<file path="config.mk">
export PLATFORM = sky130hd
export DESIGN_NAME = uart_rx_frame
export DESIGN_NICKNAME = d
export VERILOG_FILES = /design/src/rtl/uart_rx_frame_pkg.sv /design/src/rtl/uart_rx_frame_sampler.sv /design/src/rtl/uart_rx_frame.sv
export SDC_FILE = /design/constraint.sdc
export NUM_CORES = 1
export LEC_CHECK = 0
export ABC_AREA = 1
export CAP_MARGIN = 20
export CELL_PAD_IN_SITES_DETAIL_PLACEMENT = 1
export CELL_PAD_IN_SITES_GLOBAL_PLACEMENT = 2
export CORE_MARGIN = 4
export CORE_UTILIZATION = 34
export CTS_BUF_LIST = sky130_fd_sc_hd__clkbuf_8
export DETAILED_ROUTE_END_ITERATION = 8
export PLACE_DENSITY_LB_ADDON = 0.1
export SYNTH_ARGS = -nofsm -noshare
export SYNTH_HDL_FRONTEND = slang
export SYNTH_SLANG_ARGS = --single-unit
</file>
<file path="constraint.sdc">
create_clock -name clk -period 2.85 [get_ports clk]
set_input_delay 0.7125 -clock clk [delete_from_list [all_inputs] [get_ports clk]]
set_output_delay 0.7125 -clock clk [all_outputs]
set_load 0.01 [all_outputs]
</file>
<file path="src/rtl/uart_rx_frame_pkg.sv">
// Shared definitions for the uart_rx_frame receiver: FSM state encoding, sample-tick
// positions inside a bit period, and configuration range-check macros.
`ifndef UART_RX_FRAME_PKG_SV
`define UART_RX_FRAME_PKG_SV

`define UART_RX_DATA_W_OK(dw)    ((dw) >= 5 && (dw) <= 9)
`define UART_RX_STOP_BITS_OK(sb) ((sb) == 1 || (sb) == 2)

package uart_rx_frame_pkg;

  typedef enum logic [2:0] {
    ST_IDLE,
    ST_START,
    ST_DATA,
    ST_PARITY,
    ST_STOP
  } state_e;

  // Three votes straddle the bit centre; the decision lands on the last one.
  function automatic int unsigned tick_lo(input int unsigned clks);
    return clks / 2 - 1;
  endfunction

  function automatic int unsigned tick_mid(input int unsigned clks);
    return clks / 2;
  endfunction

  function automatic int unsigned tick_hi(input int unsigned clks);
    return clks / 2 + 1;
  endfunction

  function automatic logic maj3(input logic a, input logic b, input logic c);
    return (a & b) | (a & c) | (b & c);
  endfunction

endpackage

`endif

</file>
<file path="src/rtl/uart_rx_frame_sampler.sv">
// Line front end: 2-flop rx synchroniser, free-running bit-period tick counter
// (re-phased on each start edge) and 3-sample majority vote at mid-bit.
module uart_rx_sampler
  import uart_rx_frame_pkg::*;
#(
  parameter int CLKS_PER_BIT = 16
) (
  input  logic clk,
  input  logic rst,
  input  logic rx,
  input  logic restart,
  output logic fall,
  output logic bit_strobe,
  output logic bit_value
);

  localparam int TW = $clog2(CLKS_PER_BIT);
  localparam logic [TW-1:0] TickLo   = TW'(tick_lo(CLKS_PER_BIT));
  localparam logic [TW-1:0] TickMid  = TW'(tick_mid(CLKS_PER_BIT));
  localparam logic [TW-1:0] TickHi   = TW'(tick_hi(CLKS_PER_BIT));
  localparam logic [TW-1:0] TickLast = TW'(CLKS_PER_BIT - 1);

  logic          rx_meta_q, rs_q, rs_prev_q;
  logic          samp_lo_q, samp_mid_q;
  logic [TW-1:0] tick_q, tick_d;

  always_comb begin
    tick_d = tick_q + TW'(1);
    if (restart || tick_q == TickLast) tick_d = '0;
  end

  always_ff @(posedge clk) begin
    if (rst) begin
      rx_meta_q  <= 1'b1;
      rs_q       <= 1'b1;
      rs_prev_q  <= 1'b1;
      samp_lo_q  <= 1'b1;
      samp_mid_q <= 1'b1;
      tick_q     <= '0;
    end else begin
      rx_meta_q <= rx;
      rs_q      <= rx_meta_q;
      rs_prev_q <= rs_q;
      tick_q    <= tick_d;
      if (tick_q == TickLo)  samp_lo_q  <= rs_q;
      if (tick_q == TickMid) samp_mid_q <= rs_q;
    end
  end

  assign fall       = rs_prev_q & ~rs_q;
  assign bit_strobe = (tick_q == TickHi);
  assign bit_value  = maj3(samp_lo_q, samp_mid_q, rs_q);

endmodule

</file>
<file path="src/rtl/uart_rx_frame.sv">
// Parametrised UART receiver with valid/ready output register and saturating error count.
// Define UART_PARITY_EN to add a parity bit between data and stop bits.
module uart_rx_frame
  import uart_rx_frame_pkg::*;
#(
  parameter int DATA_W       = 8,
  parameter int CLKS_PER_BIT = 16,
  parameter int STOP_BITS    = 1,
  parameter int PARITY_ODD   = 0,
  parameter int ERR_CNT_W    = 8
) (
  input  logic                 clk,
  input  logic                 rst,
  input  logic                 en,
  input  logic                 rx,
  output logic [DATA_W-1:0]    m_data,
  output logic                 m_valid,
  input  logic                 m_ready,
  output logic                 busy,
  output logic                 frame_err,
  output logic                 parity_err,
  output logic                 overrun,
  output logic [ERR_CNT_W-1:0] err_cnt
);

  if (!(`UART_RX_DATA_W_OK(DATA_W) && `UART_RX_STOP_BITS_OK(STOP_BITS) &&
        CLKS_PER_BIT >= 4 && CLKS_PER_BIT % 2 == 0 && (PARITY_ODD == 0 || PARITY_ODD == 1)))
  begin : g_bad_cfg
    $error("uart_rx_frame: illegal parameter combination");
  end

  localparam int CW = 4;

  state_e                 state_q, state_d;
  logic [CW-1:0]          cnt_q, cnt_d;
  logic [DATA_W-1:0]      shift_q, shift_d;
  logic [DATA_W-1:0]      m_data_q, m_data_d;
  logic                   m_valid_q, m_valid_d;
  logic                   frame_err_q, frame_err_d;
  logic                   parity_err_q, parity_err_d;
  logic                   overrun_q, overrun_d;
  logic [ERR_CNT_W-1:0]   err_cnt_q, err_cnt_d;
  logic                   restart, deliver;
  logic                   fall, bit_strobe, bit_value;

  uart_rx_sampler #(.CLKS_PER_BIT(CLKS_PER_BIT)) u_sampler (
    .clk        (clk),
    .rst        (rst),
    .rx         (rx),
    .restart    (restart),
    .fall       (fall),
    .bit_strobe (bit_strobe),
    .bit_value  (bit_value)
  );

  always_comb begin
    state_d      = state_q;
    cnt_d        = cnt_q;
    shift_d      = shift_q;
    restart      = 1'b0;
    deliver      = 1'b0;
    frame_err_d  = 1'b0;
    parity_err_d = 1'b0;
    if (!en) begin
      state_d = ST_IDLE;
    end else begin
      case (state_q)
        ST_IDLE: if (fall) begin
          state_d = ST_START;
          restart = 1'b1;
        end
        ST_START: if (bit_strobe) begin
          state_d = bit_value ? ST_IDLE : ST_DATA;
          cnt_d   = '0;
        end
        ST_DATA: if (bit_strobe) begin
          shift_d = {bit_value, shift_q[DATA_W-1:1]};
          cnt_d   = cnt_q + CW'(1);
          if (cnt_q == CW'(DATA_W - 1)) begin
            cnt_d = '0;
`ifdef UART_PARITY_EN
            state_d = ST_PARITY;
`else
            state_d = ST_STOP;
`endif
          end
        end
`ifdef UART_PARITY_EN
        ST_PARITY: if (bit_strobe) begin
          if (bit_value != ((^shift_q) ^ 1'(PARITY_ODD))) begin
            parity_err_d = 1'b1;
            state_d      = ST_IDLE;
          end else begin
            state_d = ST_STOP;
          end
        end
`endif
        ST_STOP: if (bit_strobe) begin
          cnt_d = cnt_q + CW'(1);
          if (!bit_value) begin
            frame_err_d = 1'b1;
            state_d     = ST_IDLE;
          end else if (cnt_q == CW'(STOP_BITS - 1)) begin
            deliver = 1'b1;
            state_d = ST_IDLE;
          end
        end
        default: state_d = ST_IDLE;
      endcase
    end
  end

  // Output register: an undrained word wins over a new one, which is dropped.
  always_comb begin
    m_data_d  = m_data_q;
    m_valid_d = m_valid_q;
    overrun_d = 1'b0;
    if (deliver) begin
      if (m_valid_q && !m_ready) begin
        overrun_d = 1'b1;
      end else begin
        m_data_d  = shift_q;
        m_valid_d = 1'b1;
      end
    end else if (m_valid_q && m_ready) begin
      m_valid_d = 1'b0;
    end
    err_cnt_d = err_cnt_q;
    if ((frame_err_d || parity_err_d || overrun_d) && !(&err_cnt_q))
      err_cnt_d = err_cnt_q + ERR_CNT_W'(1);
  end

  always_ff @(posedge clk) begin
    if (rst) begin
      state_q      <= ST_IDLE;
      cnt_q        <= '0;
      shift_q      <= '0;
      m_data_q     <= '0;
      m_valid_q    <= 1'b0;
      frame_err_q  <= 1'b0;
      parity_err_q <= 1'b0;
      overrun_q    <= 1'b0;
      err_cnt_q    <= '0;
    end else begin
      state_q      <= state_d;
      cnt_q        <= cnt_d;
      shift_q      <= shift_d;
      m_data_q     <= m_data_d;
      m_valid_q    <= m_valid_d;
      frame_err_q  <= frame_err_d;
      parity_err_q <= parity_err_d;
      overrun_q    <= overrun_d;
      err_cnt_q    <= err_cnt_d;
    end
  end

  assign m_data     = m_data_q;
  assign m_valid    = m_valid_q;
  assign busy       = (state_q != ST_IDLE);
  assign frame_err  = frame_err_q;
  assign parity_err = parity_err_q;
  assign overrun    = overrun_q;
  assign err_cnt    = err_cnt_q;

endmodule

</file>
# Word-level counts from Yosys, hierarchy flattened
# Cells that the tools add are included.
# word_totals
register_bits,43
inputBits,5
output_inout_bits,21
word_cells,92
# op_classes
addsub,3
n_eq_ne,15
n_mux,31
n_bitwise,9
n_reduce_logical,20
# ops
operator,n
2-to-1 mux 3 bit,7
2-to-1 mux 1 bit,17
2-to-1 mux 4 bit,4
"equality test 4 bit, second input constant",3
"inequality test 2 bit, second input constant",6
case mux 3 bit (4 select lines),1
case mux 4 bit (3 select lines),1
"adder 4 x 1 -> 4 bit, second input constant",2
"adder 8 x 1 -> 8 bit, second input constant",1
"equality test 4 x 3 -> 1 bit, second input constant",2
AND reduction 8 bit,1
AND reduction 6 bit,1
nonzero test 3 bit,2
AND reduction 5 bit,1
bitwise AND 1 bit,4
logical NOT 4 bit,1
AND reduction 2 bit,2
OR reduction 2 bit,2
"equality test 3 x 1 -> 1 bit, second input constant",1
"equality test 3 x 2 -> 1 bit, second input constant",1
"equality test 3 bit, second input constant",1
logical AND 1 bit,3
logical NOT 3 bit,1
"inequality test 3 bit, second input constant",1
other kinds (7),12

# Logic depth before layout (Yosys ltp)
# Gate-level depths: netlist (run 1).
# depth
depth_word,10
mapped_depth,10
mapped_depth_nobuf,10

# Hierarchy
# A second synthesis (run 1) with hierarchy kept.
# unflattened
cells_unflattened,262
area_unflattened_um2,1998.2
# modules_own_cells
mod,instances,cells_each,area_per_inst_um2,seq_area_each_um2
uart_rx_frame,1,217,1619.1,680.7
uart_rx_sampler,1,45,379.1,180.2

# Worst setup path after synthesis (run 1)
# Ideal clock, no wire load.
# synth_path
kind,input port to flip-flop
from,in en
to,reg err_cnt_q[1] (netlist: err_cnt[1])
setup_time_ns,0.115
t_arrival_ns,1.502
t_required_ns,2.735
slack_ns,1.233
path_stages,8
path_buffers,1
path_cell_list,nand4_2 nor2_4 nand2_1 nand2_4 buf_8 nand2_4 o21ai_2 nor2_1
# synth_via
elab_chain_cells,4
elab_cells_between_ends,5
cone_classes,mux: 3; reduce/logical: 2
# synth_rtl
item,line,text
"start, declared",uart_rx_frame.sv:14,"input logic en,"
2-to-1 mux 1 bit,uart_rx_frame.sv:64,if (!en) begin
2-to-1 mux 1 bit,uart_rx_frame.sv:118,if (deliver) begin
logical OR 1 bit (*),uart_rx_frame.sv:129,if ((frame_err_d || parity_err_d || overrun_d) && !(&err_cnt_q))
logical AND 1 bit (*),uart_rx_frame.sv:129,
"end signal, assigned",uart_rx_frame.sv:153,err_cnt_q <= err_cnt_d;
"end, declared",uart_rx_frame.sv:42,"logic [ERR_CNT_W-1:0] err_cnt_q, err_cnt_d;"
# Mark *: on every way between the ends. The rest lies on a longest branch, timed or not.
# A chain may end at the register's enable or synchronous reset.

# Worst setup path in the final report (run 1)
# layout_path
from,reg state_q[0]
to,out busy
# layout_via
elab_chain_cells,1
# layout_rtl
item,line,text
"start, declared",uart_rx_frame.sv:34,"state_e state_q, state_d;"
"start signal, assigned",uart_rx_frame.sv:145,state_q <= state_d;
nonzero test 3 bit,uart_rx_frame.sv:159,assign busy = (state_q != ST_IDLE);
"end, declared",uart_rx_frame.sv:19,"output logic busy,"
# Every way passes these cells.

==> results of run 1 <==
## through the flow
stage | setup slack, ns | total power, mW | hold WS, ns | instance area (sq um)
finish | 0.751 | 1.22 | 0.424 | 2400
floorplan | 1.23 | 0.661 | 0.389 | 1970
global route | 0.666 | 1.28 | 0.449 | 2400
CTS | 0.725 | 1.25 | 0.430 | 2400
detailed placement | 0.539 | 0.681 | 0.407 | 2270
global placement | 0.605 | 0.680 | 0.404 | 2270
## power by group through the flow
stage / combinational (mW) / sequential, mW / clock, mW
after global placement: 0.0538 / 0.626 / 0
after global routing: 0.0630 / 0.613 / 0.606
final: 0.0538 / 0.612 / 0.555
after floorplan: 0.0363 / 0.625 / 0
after detailed placement: 0.0550 / 0.626 / 0
after CTS: 0.0553 / 0.612 / 0.588
## path summary, 6_finish.rpt
kind / end / cells after the start / slack, ns
worst max register to register: err_cnt[5] / 8 / 1.00
worst min-delay path: u_sampler.rs_q / 1 / 0.42
worst max-delay path: busy / 3 / 0.75
worst min register to register: u_sampler.rs_q / 1 / 0.42
## flip-flops by register name, summed over array words and instances, names as in the netlist
register,flops
err_cnt,8
m_valid,1
m_data,8
cnt_q,4
u_sampler.samp_mid_q,1
shift_q,8
state_q,3
u_sampler.rx_meta_q,1
u_sampler.tick_q,4
overrun,1
frame_err,1
u_sampler.samp_lo_q,1
u_sampler.rs_q,1
u_sampler.rs_prev_q,1
## area by class of cell
cell class                      count  area [sq um]
Tap cell                           72          90.1
Sequential cell                    43           861
Inverter                           47           176
Clock buffer                        5          68.8
Fill cell                         720          3140
Multi-Input combinational cell    172           881
Timing Repair Buffer               27           263
Clock inverter                      3          63.8
## critical path, delay by kind of cell, from the launching register on
family                 cells  cell delay [ns]
buffers and inverters      2             0.62
flip-flops                 1             0.37
AND/OR/NAND/NOR            1             0.11
## cells by family after synthesis
group,count (synthesis),synth area share [%]
buf+inv,54,11.4
compound gates,45,12.3
fa+ha+maj,6,3.82
xor+xnor,1,0.446
other cells,1,0.191
flops,43,43.8
simple gates,119,28.0
## cells in the mapped netlist
cell,n,share of area [%]
a211oi_1,2,0.76
a21boi_0,1,0.38
a21oi_1,17,4.3
and2_1,1,0.32
buf_2,2,0.51
buf_4,2,0.76
buf_8,1,0.76
clkbuf_1,2,0.38
clkinv_1,1,0.19
conb_1,1,0.19
dfxtp_1,43,44
ha_1,6,3.8
inv_1,46,8.8
nand2_1,39,7.4
nand2_4,2,1.1
nand3_1,19,4.8
nand3_2,2,1.0
nand3b_1,1,0.38
nand4_1,7,2.2
nand4_2,1,0.64
nor2_1,40,7.6
nor2_4,1,0.57
nor3_1,3,0.76
nor3b_1,1,0.38
o211ai_1,1,0.38
o21ai_0,22,5.6
o21ai_2,1,0.45
o311ai_0,1,0.45
or2_2,2,0.64
xor2_1,1,0.45
## routing by layer
layer,vias to the layer above,track usage (%)
met2,25,21.1
met3,4,3.46
met1,790,18.2
met5,-,0
li1,907,-
met4,0,3.51
==> metrics, run 1 <==
status=finished, final reports clean; largest net degree at the start of global routing=25; Metal-1 WL=2.11 mm; slew margin rel.=60.9%; clock power share=45.5%; CP Capture Type=output port; Final HPWL DP=3.25 mm; Top Layer Used=met4; Core Region=5540 sq um; WS Path Type=reg2out; clk_skew=0.00529 ns; WP data arrival=1.39 ns; Clk pin slew, worst setup/hold paths=0.08 ns; cts hold-fix bufs=0; die area=7060 sq um; die height=84.0 microns; Cell Pwr Density=508 nW/um^2; Starting Density=35.5%; Finished Core Util=43.4%; Total Routing Usage GR=13.4%; Mapped Cells=269; vias in the first global route=1663; initial antenna violation count=0; fin nets=307; Routed wire per std cell=11.8 microns; max-slew violation count=0; crit-path cells=inv_1 > nand3_1 > clkdlybuf4s50_1; port bufs=24; Vias=1726; first-pass GRT wire length=7.86 mm; period utilization=73.6%; MaxCap Viol Count=0; clock root cell=clkbuf_8; die width=84.0 microns; TritonCTS buffer count=5; Sw Ratio=20.1%; fraction of layout cells with a size suffix above 1=6.40%; Worst Path Max Fanout=3; cell internal pwr=975 uW; DR pass1 iterations=4; register area share after synthesis=43.8%; min Tclk post-route=2.10 ns; Final setup viols=0; post-route insts no fill=369; worst min path class=reg2reg; Final Hold Viols=0; antenna diode count=0; GRT overflow=0; Routed WL=4.36 mm; RSZ-0062 raised after global routing=no; Max clock buf depth=2; most common cell after layout, fill and taps aside=inv_1; post-synthesis cell area=1970 sq um; Crit-path slowest cell=clkdlybuf4s50_1; Final Wtd Congestion=0.732; CTS-repair resized insts=0; Crit. Startpoint=state_q[0]; worst flop-to-flop path startpoint=err_cnt[0]; Comb power frac=4.4%; syn avg cell area=7.31 sq um; sequential share of power=50.1%; DR DRC count=0; synth warn=0; Worst-Skew Late Latency=0.29 ns; metal3 WL=151 microns; antenna-violating nets left=0; maximum operating frequency=0.476 GHz; Post-Syn Nets=280; Final TNS setup=0 ns; H-tree depth=2; Hold Startpoint=u_sampler.rx_meta_q; worst slew pin tran=0.586 ns; routed wl met2=2.06 mm; Lkg Pwr=1.02 nW; clock sink count=43; CTS tree=built; WP data required=2.14 ns; dpl cells=361; switching power=246 uW; Yosys reg bits=43; commonest cells after routing, fill and taps aside=inv_1 (47), dfxtp_1 (43), nor2_1 (40); type of origin of the critical path=register; initial DRC count=59; # Post-CTS Setup Buffers=0; Layout Area Growth over Synthesis=22.3%; Core Rows=27; io pins=26; library cells used by synthesis=30; Via density=4.68; Crit path largest cell delay=0.54 ns; Worst VDD drop=0.000265 V
Note: power is estimated with default switching activity, not from simulation.
==> inputs of run 2 (changes only) <==
CORE_UTILIZATION = 29   (was 34)
clock period = 1.9 ns   (was 2.85 ns; I/O delays follow)
==> run 2 against run 1 <==
Against the previous run:
- worst hold slack got worse by 0.0010 ns
- register-to-register slack got worse by 0.76 ns
- cell count increased by 4.3%
- sequential cell count unchanged
- utilization decreased by 4.8 points
- first-iteration DRC count decreased by 32%
- global-route usage decreased by 1.7 points
- critical path type unchanged
- critical endpoint is now err_cnt[0]
- combinational power increased by 52%
==> metrics, run 2 (synthesized netlist as in run 1, its figures left out) <==
initial antenna violation count=0; Final Wtd Congestion=0.682; TritonCTS buffer count=5; H-tree depth=2; Final TNS setup=0 ns; io pins=26; commonest cells after routing, fill and taps aside=inv_1 (47), dfxtp_1 (43), nor2_1 (40); Clk pin slew, worst setup/hold paths=0.08 ns; setup ws final=0.159 ns; Final HPWL DP=3.32 mm; max-slew violation count=0; FF-to-FF setup slack=0.24 ns; Cell Pwr Density=739 nW/um^2; fill cell count=812; WS Path Type=reg2out; clk_skew=0.00813 ns; worst flop-to-flop path endpoint=err_cnt[3]; Routed wire per std cell=11.7 microns; DR pass1 iterations=6; RSZ-0062 raised after global routing=no; Core Rows=29; Crit path largest cell delay=0.56 ns; type of origin of the critical path=register; hold slack=0.423 ns; WP data required=1.42 ns; first-pass GRT wire length=8.05 mm; cts hold-fix bufs=0; largest net degree at the start of global routing=26; die width=90.3 microns; Routed WL=4.52 mm; min Tclk post-route=1.74 ns; final instance area=2490 sq um; Setup crit end=err_cnt[0]; Total Routing Usage GR=11.7%; Core Region=6460 sq um; Worst Reg-to-Reg Cells=9; Place WS=-0.136 ns; DR DRC count=0; maximum operating frequency=0.574 GHz; Starting Density=30.4%; antenna-violating nets left=0; Layout Area Growth over Synthesis=26.7%; Worst path top cell family by delay=buffers and inverters; period utilization=91.7%; Via density=4.52; WP data arrival=1.27 ns; vias in the first global route=1729; Worst VDD drop=0.000397 V; Max clock buf depth=2; Final setup viols=0; Worst Path Buf+Inv=1; CP Capture Type=output port; MaxCap Viol Count=0; CTS tree=built; worst flop-to-flop path startpoint=u_sampler.tick_q[0]; Vias=1741; total power=1.84 mW; die height=90.3 microns; Crit. Startpoint=err_cnt[0]; Crit-path slowest cell=clkdlybuf4s50_1; status=finished, final reports clean; most common cell after layout, fill and taps aside=inv_1; antenna diode count=0; clock sink count=43; Worst-Skew Late Latency=0.29 ns; Final Hold Viols=0; Crit path depth=1; # Post-CTS Setup Buffers=0; port bufs=24; fraction of layout cells with a size suffix above 1=9.74%; worst min path class=reg2reg; area post-placement=2360 sq um; clock root cell=clkbuf_8; Worst Path Max Fanout=5; GRT overflow=0; die area=8160 sq um; initial DRC count=40; crit-path cells=clkdlybuf4s50_1; fin nets=318; Lkg Pwr=1.07 nW
run 2: cell count changes in the layout (fill, tap and decap cells not counted), sizes merged:
| cell | previous run | this run |
|---|---|---|
| clkdlybuf4s50 | 24 | 23 |
| buf | 3 | 14 |
| dlygate4sd2 | 0 | 1 |
run 2: metrics by stage:
stage	util, %	std cells
finish	38.6	385
global route	38.6	385
CTS	38.6	385
detailed placement	36.5	377
global placement	36.5	377
floorplan	-	269
run 2: worst min path at each step:
stage	depth (start not counted)	endpoint	startpoint	slack [ns]
2_1_floorplan	1	u_sampler.rs_q	u_sampler.rx_meta_q	0.39
3_3_place_gp	1	u_sampler.rs_q	u_sampler.rx_meta_q	0.40
3_5_place_dp	1	u_sampler.rs_q	u_sampler.rx_meta_q	0.40
4_1_cts	1	u_sampler.rs_q	u_sampler.rx_meta_q	0.43
5_1_grt	1	u_sampler.rs_q	u_sampler.rx_meta_q	0.45
6_report	1	u_sampler.rs_q	u_sampler.rx_meta_q	0.42
run 2: area by class of cell:
class / instances / area (sq um) / area share (%)
repair buffers: 38 / 344 / 13.8
flip-flops and latches: 43 / 861 / 34.6
inverters: 47 / 176 / 7.08
well taps: 77 / 96.3 / 3.87
clock inverters: 3 / 63.8 / 2.56
clock buffers: 5 / 68.8 / 2.76
multi-input cells: 172 / 881 / 35.4
run 2: metal layers:
metal / vias to the layer above / global-route usage (%) / part of all wire (%)
met4: 0 / 4.21 / 1.3
met5: - / 0 / 0
li1: 925 / - / -
met1: 794 / 16.0 / 52
met2: 17 / 18.2 / 44
met3: 5 / 2.67 / 2.4
run 2: what timing repair did:
item | CTS | global route
endpoints found under the setup margin | 1 | 1
gates resized for setup | 1 | 0
pin swaps | 0 | 1
run 2: where the power goes:
part / internal, mW / switching, mW
Clock: 0.520 / 0.322
Sequential: 0.910 / 0.00769
Combinational: 0.0328 / 0.0488
Total: 1.46 / 0.378
